### src/rtl/priority_encoder_drain.sv
// priority_encoder_drain: accepts a request vector and serves the index of each set bit,
// one per handshake beat, in priority order, clearing each bit as it is served.
module priority_encoder_drain #(
   parameter int N = 8,
   parameter bit MSB_FIRST = 1'b1,
   localparam int W = $clog2(N)
) (
   input  logic         clk,
   input  logic         rst_n,
   input  logic         in_valid,
   output logic         in_ready,
   input  logic [N-1:0] in,
   output logic         out_valid,
   input  logic         out_ready,
   output logic [W-1:0] out,
   output logic         out_last,
   output logic         zero_in,
   output logic         busy
);
   typedef enum logic {IDLE, DRAIN} state_t;
   state_t state, state_nxt;
   logic [N-1:0] pend, pend_nxt;
   logic zero_nxt, accept, beat;
   always_ff @(posedge clk or negedge rst_n)
      if (!rst_n) begin
         state   <= IDLE;
         pend    <= '0;
         zero_in <= 1'b0;
      end else begin
         state   <= state_nxt;
         pend    <= pend_nxt;
         zero_in <= zero_nxt;
      end
   // later matches overwrite earlier ones, so scan order picks the winning end
   always_comb begin
      out = '0;
      for (int i = 0; i < N; i++)
         if (pend[MSB_FIRST ? i : N-1-i]) out = W'(MSB_FIRST ? i : N-1-i);
   end
   assign out_last  = (pend != '0) && ((pend & (pend - N'(1))) == '0);
   assign out_valid = state == DRAIN;
   assign busy      = state == DRAIN;
   assign beat      = out_valid & out_ready;
   assign in_ready  = (state == IDLE) | (beat & out_last);
   assign accept    = in_valid & in_ready;
   // a vector accepted on the final beat replaces the (then empty) pending set directly
   always_comb begin
      pend_nxt  = accept ? in : beat ? pend & ~(N'(1) << out) : pend;
      state_nxt = pend_nxt != '0 ? DRAIN : IDLE;
      zero_nxt  = accept & ~|in;
   end
endmodule

### config.mk
export PLATFORM = sky130hd
export DESIGN_NAME = priority_encoder_drain
export DESIGN_NICKNAME = d
export VERILOG_FILES = /design/src/rtl/priority_encoder_drain.sv
export SDC_FILE = /design/constraint.sdc
export NUM_CORES = 1
export LEC_CHECK = 0
export BUFFER_PORTS_ARGS = -buffer_cell sky130_fd_sc_hd__buf_2
export CAP_MARGIN = 20
export CORE_ASPECT_RATIO = 1.5
export CORE_MARGIN = 5
export CORE_UTILIZATION = 40
export CTS_CLUSTER_SIZE = 10
export DETAILED_ROUTE_END_ITERATION = 12
export PLACE_DENSITY = 0.76
export SLEW_MARGIN = 20
export SYNTH_ARGS = -nofsm -noshare
export SYNTH_HDL_FRONTEND = slang
export SYNTH_SLANG_ARGS = --single-unit
### constraint.sdc
create_clock -name clk -period 1.7 [get_ports clk]
set_input_delay 0.255 -clock clk [delete_from_list [all_inputs] [get_ports clk]]
set_output_delay 0.255 -clock clk [all_outputs]
set_load 0.05 [all_outputs]
==> qor.tcl <==
set qor(route.final.wire_length_mm) 2.69
set qor(gr-usage-all-layers) 0.191
set qor(maximum_clock_path_buffer_count) 2
set qor(number_of_buffers_created_by_cts) 3
set qor(fin_crit_sh) 1.22
set qor(ant_nets) 0
set qor(tritoncts) {done}
set qor(setup_viol_count_final) 15
set qor(route.detailed.drc) 0
set qor(wl_per_cell_um) 17.2
set qor(finalNetCount) 147
set qor(status) {complete, but fails checks}
set qor(cts_root_buffer) {sky130_fd_sc_hd__clkbuf_4}
set qor(main_synth_ff_type) {sky130_fd_sc_hd__dfrtp_1}
set qor(power_density_nw_per_um2) 2290
set qor(vdd_drop_max_uv) 1010
set qor(drt_pass1_iterations) 4
set qor(standard_cell_row_count) 20
set qor(post_synth_num_cell_types) 37
set qor(tritoncts_num_sinks) 10
set qor(synthesized_area_per_cell_um2) 9.44
set qor(synth_sequential_area_ratio) 0.312
set qor(post_synth_most_frequent_cells) {sky130_fd_sc_hd__dfrtp_1, sky130_fd_sc_hd__nor2_1, sky130_fd_sc_hd__nand2_1, sky130_fd_sc_hd__o21ai_0}
set qor(most_repeated_cell_in_the_gate_level_netlist_after_synthesis) {sky130_fd_sc_hd__dfrtp_1}
set qor(whs_ns) 0.228
set qor(fmax_mhz) 484
set qor(final_critical_path_setup_slack_ns) -0.366
set qor(static-leakage-power_uw) 0.000606
set qor(min_period_ns) 2.07
set qor(hold_viol) 0
set qor(detail_route.wirelength.met1_um) 966
set qor(finalCoreUtilization) 0.690
set qor(syn_inst) 85
set qor(met2RoutedLength_mm) 1.52
set qor(timing.setup.critical_path_class) {reg2out}
set qor(hold_path_class) {in2reg}
set qor(regToRegSetupSlack_ns) -0.34
set qor(core_area_um2) 1980
set qor(p_int_uw) 1630
set qor(synth_area_leaders) {sky130_fd_sc_hd__dfrtp_1, sky130_fd_sc_hd__mux2i_1, sky130_fd_sc_hd__buf_4}
set qor(die_h_um) 64.8
set qor(detailroute.via_count) 876
set qor(crit_path_end_kind) {output port}
set qor(yosys_warnings) 0
set qor(maxCapViolations) 0
set qor(maxUsedRoutingLayer) {met4}
set qor(pin_count) 20
set qor(dpl_worst_slack_ns) -0.175
set qor(met3_wirelength_um) 84
set qor(worst_setup_hold_path_clk_slew_ns) 0.06
set qor(slew_violations) 0
set qor(unrepaired_setup_endpoints_after_global_routing) {true}
set qor(dp_hpwl_mm) 1.84
set qor(layout.cell_area.non_filler_um2) 1360
set qor(gp_congestion) 0.804
set qor(clock_power_share) 0.067
set qor(path_max_fanout) 3
set qor(worstSetupStartpointType) {flip-flop}
set qor(final.setup_skew_ns) 0.00438
set qor(postSynthRegisterBits) 10
set qor(dr.first_iter.drc_count) 9
set qor(library_cell_with_the_largest_summed_area_after_synthesis) {sky130_fd_sc_hd__dfrtp_1}
set qor(global_route_wire_length_before_repair_mm) 4.19
set qor(failing_checks) {setup timing}
set qor(synthesis_to_finish_area_growth_pct) 70.0
set qor(floorplan.die.width_um) 46.6
set qor(cts.htree.levels) 1
set qor(pin_count_of_the_biggest_net_entering_global_routing) 12
set qor(syn-cell-area_um2) 802
set qor(worst_skew_pair_latency_ns) 0.26
set qor(share_seq_of_total_power) 0.145
set qor(port_buffers) 19
set qor(num_antenna_cells) 0
set qor(worstMarginPinSlew_ns) 0.489
set qor(start_util) 0.406
set qor(switchingPower_uw) 1480
set qor(vias_in_the_first_global_route) 922
set qor(p_comb_frac) 0.788
set qor(place_area_um2) 1080
set qor(slew_headroom) 0.665
set qor(netlist.area_leader.share) 0.312
set qor(drive_above_1_share) 0.604
set qor(grt_remaining_overflow) 0
set qor(synth_async_sr_flop_share) 1.00
set qor(worstPathArrival_ns) 1.81
set qor(synth_edf_count) 0
set qor(drt-vias-per-instance) 5.62
set qor(p_total_uw) 3120
set qor(syn-num-nets) 97
set qor(worst_ep_required_time_ns) 1.44
set qor(grt_antenna_before_repair) 0
set qor(p_sw_frac) 0.476
set qor(design.die.area_um2) 3020
cells by family after synthesis:
logic type             after synthesis  synth area share
XOR/XNOR                             3            0.0328
buffers and inverters                9            0.0608
AO/OA/AOI/OAI                       24             0.259
AND/OR/NAND/NOR                     33             0.248
flip-flops                          10             0.312
multiplexers                         6            0.0874
sequential cells by signal (all words and copies together) (netlist names):
signal   count
zero_in      1
busy         1
pend         8
routing by layer:
metal,vias to the layer above,GRT usage
met3,10,0.0278
met4,0,0.125
met5,-,0
met2,25,0.338
li1,423,-
met1,418,0.192
area by class of cell:
class / count / area [um^2]
inverter: 4 / 15.0
tap: 22 / 27.5
fill: 150 / 613
clock buffer: 4 / 36.3
multi-input combinational: 66 / 621
sequential: 10 / 254
timing repair buffer: 50 / 410
worst max-delay path, stage by stage, from the launching register on:
cell	delay (ns)
sky130_fd_sc_hd__dfrtp_1	0.42
sky130_fd_sc_hd__buf_6	0.14
sky130_fd_sc_hd__nor2_1	0.22
sky130_fd_sc_hd__xnor2_1	0.19
sky130_fd_sc_hd__a21oi_2	0.09
sky130_fd_sc_hd__a21oi_2	0.22
sky130_fd_sc_hd__o21ai_2	0.10
sky130_fd_sc_hd__buf_6	0.16
power by group through the flow:
stage | Clock (uW) | Sequential [uW] | Combinational [uW]
after floorplan | 0 | 430 | 1290
after global placement | 0 | 432 | 1800
after detailed placement | 0 | 437 | 1840
after CTS | 220 | 439 | 2160
after global routing | 231 | 459 | 2590
final | 210 | 451 | 2460
through the flow:
stage / setup TNS, ns / cells
2_1_floorplan: -0.585 / 85
3_3_place_gp: -0.784 / 141
3_5_place_dp: -1.42 / 141
4_1_cts: -2.02 / 150
5_1_grt: -4.71 / 156
6_report: -3.68 / 156
repair_timing:
item / CTS / global route
resized for setup: 26 / 16
pin swaps: 7 / 11
setup buffers: 4 / 7
setup endpoints to repair: 15 / 15
endpoints found under the hold margin: 10 / 0
hold buffers: 1 / 0
worst paths after layout:
kind                         start       end  depth (start not counted)
setup / recovery           pend[5]  in_ready                          7
hold / removal               in[7]   pend[7]                          2
setup reg to reg           pend[5]   pend[2]                          8
hold reg to reg            pend[0]   pend[0]                          2
max in group asynchronous    rst_n   pend[4]                          2
min in group asynchronous    rst_n   pend[6]                          2
layout by cell type, fill, tap and decap left out, types with 3 or more instances in the layout:
| cell | instances |
|---|---|
| sky130_fd_sc_hd__buf_4 | 18 |
| sky130_fd_sc_hd__buf_6 | 16 |
| sky130_fd_sc_hd__buf_2 | 14 |
| sky130_fd_sc_hd__dfrtp_1 | 7 |
| sky130_fd_sc_hd__nor2_1 | 5 |
| sky130_fd_sc_hd__nand2_1 | 4 |
| sky130_fd_sc_hd__o21ai_0 | 4 |
| sky130_fd_sc_hd__inv_1 | 4 |
| sky130_fd_sc_hd__mux2i_1 | 4 |
| sky130_fd_sc_hd__nand4_1 | 3 |
| sky130_fd_sc_hd__clkbuf_4 | 3 |
| sky130_fd_sc_hd__dfrtp_2 | 3 |
Power figures use the tool's default switching activity.
